--- src/rtl/rom_dl_packer.sv ---
// rtl/rom_dl_packer.sv - ioctl byte-to-word packer and toggle-handshake SDRAM write issuer
// Merges even/odd byte pairs into word writes; rom_loaded rises only after the last write is acked.
module rom_dl_packer #(
  parameter int         ADDR_W     = 22,
  parameter int         FIFO_DEPTH = 4,
  parameter logic [7:0] ROM_INDEX  = 8'h00
) (
  input  logic              clk_sys,
  input  logic              reset_n,
  input  logic              ioctl_downl,
  input  logic [7:0]        ioctl_index,
  input  logic              ioctl_wr,
  input  logic [24:0]       ioctl_addr,
  input  logic [7:0]        ioctl_dout,
  output logic              ram_req,
  input  logic              ram_ack,
  output logic [ADDR_W-1:0] ram_addr,
  output logic [15:0]       ram_din,
  output logic [1:0]        ram_ds,
  output logic              ram_we,
  output logic              busy,
  output logic              rom_loaded,
  output logic              overflow
);

  localparam int PW  = $clog2(FIFO_DEPTH);
  localparam int CW  = PW + 1;
  localparam int AW1 = ADDR_W + 1;
  localparam int EW  = ADDR_W + 18;
  localparam logic [CW-1:0] FULL_CNT = CW'(FIFO_DEPTH);

  typedef enum logic {S_IDLE, S_WAIT} state_t;

  logic           wr_q;
  logic           downl_q;
  logic           acc_q;
  logic           dl_rise_q;
  logic           dl_fall_q;
  logic [AW1-1:0] acc_addr;
  logic [7:0]     acc_byte;

  logic           pend_v;
  logic [AW1-1:0] pend_addr;
  logic [7:0]     pend_byte;
  logic           flush_req;
  logic           dl_done;

  logic [EW-1:0]  mem [FIFO_DEPTH];
  logic [PW-1:0]  wptr;
  logic [PW-1:0]  rptr;
  logic [CW-1:0]  count;
  logic           fifo_empty;
  logic           fifo_full;

  logic           is_pair;
  logic           push;
  logic           push_ok;
  logic           pop;
  logic [EW-1:0]  push_entry;
  logic [EW-1:0]  lone_entry;
  logic [EW-1:0]  pair_entry;

  state_t         state;
  state_t         state_n;

  logic           unused_addr;
  assign unused_addr = ^ioctl_addr;

  // Input stage: edges are detected here and acted on one cycle later.
  always_ff @(posedge clk_sys or negedge reset_n) begin
    if (!reset_n) begin
      wr_q      <= 1'b0;
      downl_q   <= 1'b0;
      acc_q     <= 1'b0;
      dl_rise_q <= 1'b0;
      dl_fall_q <= 1'b0;
      acc_addr  <= '0;
      acc_byte  <= '0;
    end else begin
      wr_q      <= ioctl_wr;
      downl_q   <= ioctl_downl;
      acc_q     <= ioctl_wr & ~wr_q & ioctl_downl & (ioctl_index == ROM_INDEX);
      dl_rise_q <= ioctl_downl & ~downl_q;
      dl_fall_q <= ~ioctl_downl & downl_q;
      if (ioctl_wr && !wr_q) begin
        acc_addr <= ioctl_addr[ADDR_W:0];
        acc_byte <= ioctl_dout;
      end
    end
  end

  assign fifo_empty = (count == '0);
  assign fifo_full  = (count == FULL_CNT);

  // A lone byte is duplicated onto both lanes; ds selects the real one.
  assign lone_entry = {pend_addr[ADDR_W:1], pend_byte, pend_byte,
                       pend_addr[0] ? 2'b10 : 2'b01};
  assign pair_entry = {pend_addr[ADDR_W:1], acc_byte, pend_byte, 2'b11};
  assign is_pair    = pend_v & ~pend_addr[0] & (acc_addr == pend_addr + AW1'(1));

  always_comb begin
    push       = 1'b0;
    push_entry = lone_entry;
    if (dl_rise_q) begin
      push = 1'b0;
    end else if (acc_q) begin
      if (is_pair) begin
        push       = 1'b1;
        push_entry = pair_entry;
      end else if (pend_v) begin
        push = 1'b1;
      end
    end else if (flush_req && pend_v) begin
      push = 1'b1;
    end
  end

  // A pop in the same cycle frees the slot, so a full FIFO can still accept.
  assign push_ok = push & (~fifo_full | pop);

  always_ff @(posedge clk_sys or negedge reset_n) begin
    if (!reset_n) begin
      pend_v    <= 1'b0;
      pend_addr <= '0;
      pend_byte <= '0;
      flush_req <= 1'b0;
      dl_done   <= 1'b0;
      overflow  <= 1'b0;
    end else if (dl_rise_q) begin
      pend_v    <= 1'b0;
      flush_req <= 1'b0;
      dl_done   <= 1'b0;
      overflow  <= 1'b0;
    end else begin
      if (acc_q) begin
        if (push && !push_ok) begin
          overflow <= 1'b1;
        end else if (is_pair) begin
          pend_v <= 1'b0;
        end else begin
          pend_v    <= 1'b1;
          pend_addr <= acc_addr;
          pend_byte <= acc_byte;
        end
      end else if (flush_req) begin
        if (!pend_v) begin
          flush_req <= 1'b0;
        end else if (push_ok) begin
          pend_v <= 1'b0;
        end
      end
      if (dl_fall_q) begin
        flush_req <= 1'b1;
        dl_done   <= 1'b1;
      end
    end
  end

  always_ff @(posedge clk_sys) begin
    if (push_ok) begin
      mem[wptr] <= push_entry;
    end
  end

  always_ff @(posedge clk_sys or negedge reset_n) begin
    if (!reset_n) begin
      wptr  <= '0;
      rptr  <= '0;
      count <= '0;
    end else begin
      if (push_ok) begin
        wptr <= wptr + PW'(1);
      end
      if (pop) begin
        rptr <= rptr + PW'(1);
      end
      case ({push_ok, pop})
        2'b10:   count <= count + CW'(1);
        2'b01:   count <= count - CW'(1);
        default: count <= count;
      endcase
    end
  end

  always_ff @(posedge clk_sys or negedge reset_n) begin
    if (!reset_n) begin
      state <= S_IDLE;
    end else begin
      state <= state_n;
    end
  end

  always_comb begin
    state_n = state;
    pop     = 1'b0;
    case (state)
      S_IDLE: begin
        if (!fifo_empty) begin
          pop     = 1'b1;
          state_n = S_WAIT;
        end
      end
      S_WAIT: begin
        if (ram_ack == ram_req) begin
          state_n = S_IDLE;
        end
      end
    endcase
  end

  // Requesting as ~ram_ack keeps the toggle handshake valid whatever ack was left at.
  always_ff @(posedge clk_sys or negedge reset_n) begin
    if (!reset_n) begin
      ram_req  <= 1'b0;
      ram_we   <= 1'b0;
      ram_addr <= '0;
      ram_din  <= '0;
      ram_ds   <= '0;
    end else if (pop) begin
      {ram_addr, ram_din, ram_ds} <= mem[rptr];
      ram_req <= ~ram_ack;
      ram_we  <= 1'b1;
    end else if (state == S_WAIT && ram_ack == ram_req) begin
      ram_we <= 1'b0;
    end
  end

  always_ff @(posedge clk_sys or negedge reset_n) begin
    if (!reset_n) begin
      rom_loaded <= 1'b0;
    end else if (dl_rise_q) begin
      rom_loaded <= 1'b0;
    end else if (dl_done && !flush_req && !pend_v && fifo_empty &&
                 state == S_IDLE && !ram_we) begin
      rom_loaded <= 1'b1;
    end
  end

  assign busy = pend_v | ~fifo_empty | ram_we;

endmodule

--- config.mk ---
export PLATFORM = sky130hd
export DESIGN_NAME = rom_dl_packer
export DESIGN_NICKNAME = d
export VERILOG_FILES = /design/src/rtl/rom_dl_packer.sv
export SDC_FILE = /design/constraint.sdc
export NUM_CORES = 1
export LEC_CHECK = 0
export CAP_MARGIN = 20
export CORE_MARGIN = 2
export CORE_UTILIZATION = 40
export DETAILED_ROUTE_END_ITERATION = 7
export SETUP_SLACK_MARGIN = 0.1
export SLEW_MARGIN = 0
export SYNTH_ARGS = -nofsm -noshare
export SYNTH_HDL_FRONTEND = slang
export SYNTH_SLANG_ARGS = --single-unit
export TNS_END_PERCENT = 1
--- constraint.sdc ---
create_clock -name clk_sys -period 4.6 [get_ports clk_sys]
set_input_delay 0.46 -clock clk_sys [delete_from_list [all_inputs] [get_ports clk_sys]]
set_output_delay 0.46 -clock clk_sys [all_outputs]
set_load 0.01 [all_outputs]
======== After elaboration in Yosys (flattened, before gate mapping) ========
Memories as Yosys holds them, arrays and structs flattened. A register that Yosys moved wholly into a read port is not among the register bits.
Cells that the tools add are included.
word-level totals
  register bits after elaboration ......... 82
  latch bits .............................. 0
  memory bits (writable) .................. 160
  bits in read-only memories .............. 0
  output and inout port bits .............. 45
  word-level logic and storage cells ...... 118
  memories kept ........................... 1
memory list
  name  depth  width  read ports  clocked after Yosys merged registers in  write ports  RTL line  text
  mem   4      40     1           1                                        1            48        logic [EW-1:0] mem [FIFO_DEPTH];
cells by class
  add/subtract/negate cells ............... 5
  multipliers ............................. 0
  divide/modulo/power cells ............... 0
  $lt $le $gt $ge ......................... 0
  equality and inequality tests ........... 7
  shifts and indexed selects .............. 0
  mux-type cells .......................... 36
  bitwise operators ....................... 22
  reduce and logical (&&, ||, !) cells .... 27
operators with widths
  cell                                                   count
  2-to-1 mux 18 bit                                      3
  2-to-1 mux 1 bit                                       30
  adder 23 x 1 -> 23 bit, second input constant          1
  equality test 23 bit                                   1
  nonzero test 2 bit                                     6
  inverter 1 bit                                         11
  logical AND 1 bit                                      9
  AND 1 bit                                              8
  logical NOT 8 bit                                      1
  logical NOT 1 bit                                      6
  one-hot mux 3 bit (2 select lines)                     1
  adder 2 x 1 -> 2 bit, second input constant            2
  AND reduction 2 bit                                    2
  AND reduction 4 bit                                    1
  adder 3 x 1 -> 3 bit, second input constant            1
  equality test 3 bit, second input constant             1
  logical NOT 3 bit                                      1
  inequality test 3 x 1 -> 1 bit, second input constant  1
  inequality test 3 bit, second input constant           1
  OR 1 bit                                               3
  nonzero test 3 bit                                     1
  subtractor 3 x 1 -> 3 bit, second input constant       1
  equality test 2 x 1 -> 1 bit, second input constant    1
  equality test 2 bit, second input constant             1
  other kinds (3)                                        3

======== Longest topological paths before layout ========
  depth after elaboration ................. 12
  mapped depth ............................ 10

======== Least setup slack after synthesis ========
Ideal clock, no wire load.
  path type ............................... reg-to-reg
  start point ............................. reg dl_rise_q
  end point ............................... mem mem[0][0] (netlist bit), enable pin
  data arrival time ....................... 2,271 ps
  setup slack ............................. 1,928 ps
  stages on the path, launching flop included .. 4
  buffers on the path ..................... 0
  period minus slack after synthesis ...... 2,672 ps
  path through ............................ dfrtp_1 or3b_2 nor2_1 and2_1
between the ends
  longest elaborated chain between the ends .. 4
RTL lines
  element                                 RTL line  text
  start, declared                         37        logic dl_rise_q;
  start signal, assigned                  83        dl_rise_q <= ioctl_downl & ~downl_q;
  2-to-1 mux 1 bit                        104       if (dl_rise_q) begin
  AND 1 bit                               119       assign push_ok = push & (~fifo_full | pop);
  2-to-1 mux 1 bit                        160       if (push_ok) begin
  2-to-1 mux 1 bit (not written as such)  161       mem[wptr] <= push_entry;
  end, declared                           48
No other way between the ends.

======== Worst setup path after layout ========
  start point ............................. reg pend_addr[4]
  end point ............................... mem mem[3][13] (netlist bit) (data pin)
between the ends
  longest elaborated chain between the ends .. 6
RTL lines
  element                 RTL line  text
  start, declared         43        logic [AW1-1:0] pend_addr;
  start signal, assigned  142       pend_addr <= acc_addr;
  adder 23 x 1 -> 23 bit  99        assign is_pair = pend_v & ~pend_addr[0] & (acc_addr == pend_addr + AW1'(1));
  equality test 23 bit    99
  AND 1 bit               99
  2-to-1 mux 18 bit       107       if (is_pair) begin
  2-to-1 mux 18 bit       106       end else if (acc_q) begin
  2-to-1 mux 18 bit       104
  via push_entry[13]      59        logic [EW-1:0] push_entry;
The timed path passes the listed nets, and every way through them passes these cells.

==> summary.md <==
| Metric | Value |
|---|---|
| Run status | `complete, but fails checks` |
| Violated checks | `hold timing` |
| Post-Place Cells | `roughly 1300` |
| Sequential fraction of the synthesis area | `approximately two thirds` |
| Global-route wire length before repair | `~40 mm` |
| Core Area | `approximately 29000 um2` |
| Number of placement rows | `between 60 and 70` |
| Gates resized, CTS repair | `0` |
| Post-CTS Repair Setup Buffers | `0` |
| Combined area of all synthesized cells | `11700 um2` |
| Vertical die dimension | `around 180 um` |
| Post-detailed-routing wire length | `24.5 mm` |
| Clock latency reported for the late side of the worst-skew pair | `0.54 ns` |
| Crit path largest cell delay | `~0.6 ns` |
| Synthesized flop and latch total | `between 200 and 300` |
| Period Utilization, post-route | `approximately 73%` |
| Cell family with most CP delay | `simple AND/OR/NAND/NOR gates` |
| Xor and xnor fraction of the mapped netlist area | `2.54%` |
| Slew @ Worst Pin | `about 0.97 ns` |
| Final antenna-violating net count | `0` |
| Hpwl dp | `roughly 15 mm` |
| Worst hold path type | `primary input to asynchronous set/reset pin` |
| Total Die Area | `30700 um2` |
| Critical path capture point type | `flip-flop` |
| Nature of the critical path startpoint | `flip-flop` |
| Area added between synthesis and finish | `19.2%` |
| Buffers from clock root to sink, at most | `3` |
| Maximum number of pins on one net before global-route repair | `84` |
| Clock sink count | `around 280` |
| Max-slew headroom at the worst pin | `35.1%` |
| Total power density per cell area | `506 nW/um2` |
| Per-cell via count in the routed design | `roughly 5.2` |
| Cell at the slowest stage of the critical path | `sky130_fd_sc_hd__and4_1` |
| Crit path setup slack, layout | `between 1 and 1.5 ns` |
| Count of unresolved DRC violations after routing | `0` |
| Setup repair after global routing missed its margin | `false` |
| Area post-placement | `around 13000 um2` |
| WL/cell | `between 15 and 20 um` |
| Worst hold margin | `-0.0251 ns` |
| Initial Util | `40.8%` |
| Clock root cell | `sky130_fd_sc_hd__clkbuf_16` |
| Required time worst endpoint | `between 4 and 5 ns` |
| Total negative slack | `0 ns` |
| Yosys warning total | `0` |
| Compound-cell area share of the yosys netlist | `around 5.4%` |
| Share of cell area taken by muxes after synthesis | `a little under an eighth` |
| Overall track demand over capacity in global routing | `approximately 16%` |
| Fin. Hold Viols | `9` |
| Startpoint of the most critical register-to-register path | `pend_addr[4]` |
| WP buf/inv | `0` |
| Number of standard cells after synthesis | `827` |
| Count of flip-flops with a built-in enable after synthesis | `160` |
| Leakage | `slightly above 5 nW` |
| Critical path arrival | `3.63 ns` |
| Synthesized area per cell | `about 14 um2` |
| Final number of max-transition violations | `0` |
| Capturing element of the worst setup path | `mem[3][13]` |
| Clock skew after layout | `a little under 0.009 ns` |
| Critical Path Source | `pend_addr[4]` |
| Residual overflow from global routing | `0` |
| Layout cell share with drive strength beyond 1 | `roughly 17%` |
| Core utilization of the finished layout | `48.6%` |
| Area fraction in and, or, nand and nor cells after synthesis | `10.6%` |
| Top-area cell type share of the netlist area | `between 40% and 50%` |
| Number of fill cells | `~2500` |
| Critical R2R Capture | `mem[3][13]` |
| Vias | `roughly 6900` |
| Logic depth of the worst setup path including buffers | `7` |
| Power Total | `a little over 7 mW` |
| Total of buffers placed on input and output ports | `88` |
| Horizontal extent of the die | `around 180 um` |
| Num CTS Buffers | `29` |
| Distinct cells, synth | `43` |
| Hold bufs inserted after CTS | `0` |
| Synthesized net count | `roughly 880` |
| Via count of the first global-routing pass | `6983` |
| Count of placed standard cells in the final layout, fillers left out | `~1300` |
| Post-synth top flop | `sky130_fd_sc_hd__edfxtp_1` |
| Final cell area excluding filler cells | `approximately 14000 um2` |
| Number of antenna violations at the first check in global routing | `0` |
| Cell count of the worst reg-to-reg path | `7` |
| Largest cells by area after synthesis | `sky130_fd_sc_hd__edfxtp_1 41%, sky130_fd_sc_hd__dfrtp_1 26%, sky130_fd_sc_hd__mux4_2 7.7%` |
| Maximum vdd drop | `roughly 0.36 mV` |
| Final net count | `roughly 970` |
| Commonest cells after routing, fill and taps aside | `169 x sky130_fd_sc_hd__nand2_1, 160 x sky130_fd_sc_hd__edfxtp_1, 121 x sky130_fd_sc_hd__dfrtp_1` |
| Commonest non-fill, non-tap cell in the layout | `sky130_fd_sc_hd__nand2_1` |
| N_diodes | `0` |
| Cells traversed along the worst timing path | `nand4_2, nor3_1, nand3_1, a211oi_1, and4_1, nand4b_4, mux2_2` |
| Post-synth ARST share | `between 40 and 50%` |
| Worst setup path category | `flip-flop to flip-flop` |
| Violation count after the first detailed-routing iteration | `482` |
| Clock period minus final worst setup slack | `3.35 ns` |
| Router iterations before antenna repair | `4` |
| Register-to-Register Setup Slack | `1.25 ns` |
| TritonCTS clock tree | `yes` |
| Number of setup violations in the final report | `0` |
| Cell accounting for the most synthesized area | `sky130_fd_sc_hd__edfxtp_1` |
| Worst setup slack before clock tree synthesis | `1.31 ns` |
| H-tree Lvls | `1` |
| Register clock-pin slew on the reported worst setup and hold paths | `roughly 0.06 ns` |
| Dominant combinational cell family by area after synthesis | `multiplexers` |
| MaxCap Viol Count | `0` |
| Highest clock rate | `298 MHz` |
| Largest fanout on the critical path | `13` |
| Adder and majority gate portion of the synthesized area | `less than 1%` |
| I/O pin count | `just over 90` |
| Final Wtd Congestion | `0.798` |
==> kinds of logic after synthesis <==
family          Yosys count
compound gates           93
xor+xnor                 34
fa+ha+maj                 6
buf+inv                  61
flops                   282
mux                      83
simple gates            268
==> cells in the mapped netlist, types with 7 or more instances <==
library cell	count
sky130_fd_sc_hd__mux2_2	40
sky130_fd_sc_hd__a41oi_1	31
sky130_fd_sc_hd__clkbuf_1	31
sky130_fd_sc_hd__buf_2	10
sky130_fd_sc_hd__inv_1	12
sky130_fd_sc_hd__xnor2_1	11
sky130_fd_sc_hd__nor4_1	7
sky130_fd_sc_hd__nand2_1	170
sky130_fd_sc_hd__mux4_2	40
sky130_fd_sc_hd__dfrtp_1	122
sky130_fd_sc_hd__nand4_1	7
sky130_fd_sc_hd__edfxtp_1	160
sky130_fd_sc_hd__o21ai_0	41
sky130_fd_sc_hd__xor2_1	23
sky130_fd_sc_hd__buf_1	8
sky130_fd_sc_hd__nor2b_1	31
sky130_fd_sc_hd__nor2_1	18
sky130_fd_sc_hd__nand3_1	9
==> state kept, by name (all words and copies together), names as in the netlist, 2 cells and up <==
name	count
count	3
ram_ds	2
mem	160
wptr	2
pend_addr	23
acc_addr	23
pend_byte	8
ram_din	16
rptr	2
acc_byte	8
ram_addr	22
==> power breakdown <==
part | leakage [nW] | switching, mW | internal (mW)
Sequential | 2.79 | 0.270 | 2.92
Combinational | 1.83 | 0.798 | 0.805
Clock | 0.463 | 0.937 | 1.34
==> how the worst min path moves through the flow <==
stage	startpoint	to	slack [ns]
5_1_grt	reset_n	ram_addr[18]	0.04
3_3_place_gp	downl_q	dl_rise_q	0.40
3_5_place_dp	downl_q	dl_rise_q	0.42
2_1_floorplan	reset_n	acc_addr[0]	0.16
6_report	reset_n	ram_addr[18]	-0.03
4_1_cts	reset_n	ram_addr[18]	0.01
==> final cells by class <==
cell class                      instances  area (um2)  share of cell area (%)
Clock buffer                           38         769                    5.50
Clock inverter                         16         156                    1.12
Inverter                               12        45.0                   0.322
Multi-Input combinational cell        484        3660                    26.2
Sequential cell                       282        7860                    56.2
Tap cell                              384         480                    3.44
Timing Repair Buffer                  104        1010                    7.25
==> routing by layer <==
| metal | GRT usage [%] | wire length, um | vias to the layer above |
|---|---|---|---|
| met1 | 24.1 | 11500 | 3470 |
| li1 | - | - | 3218 |
| met5 | 0 | 0 | - |
| met3 | 2.36 | 976 | 35 |
| met2 | 26.2 | 11500 | 146 |
| met4 | 3.61 | 474 | 0 |
(Power assumes the default switching activity.)
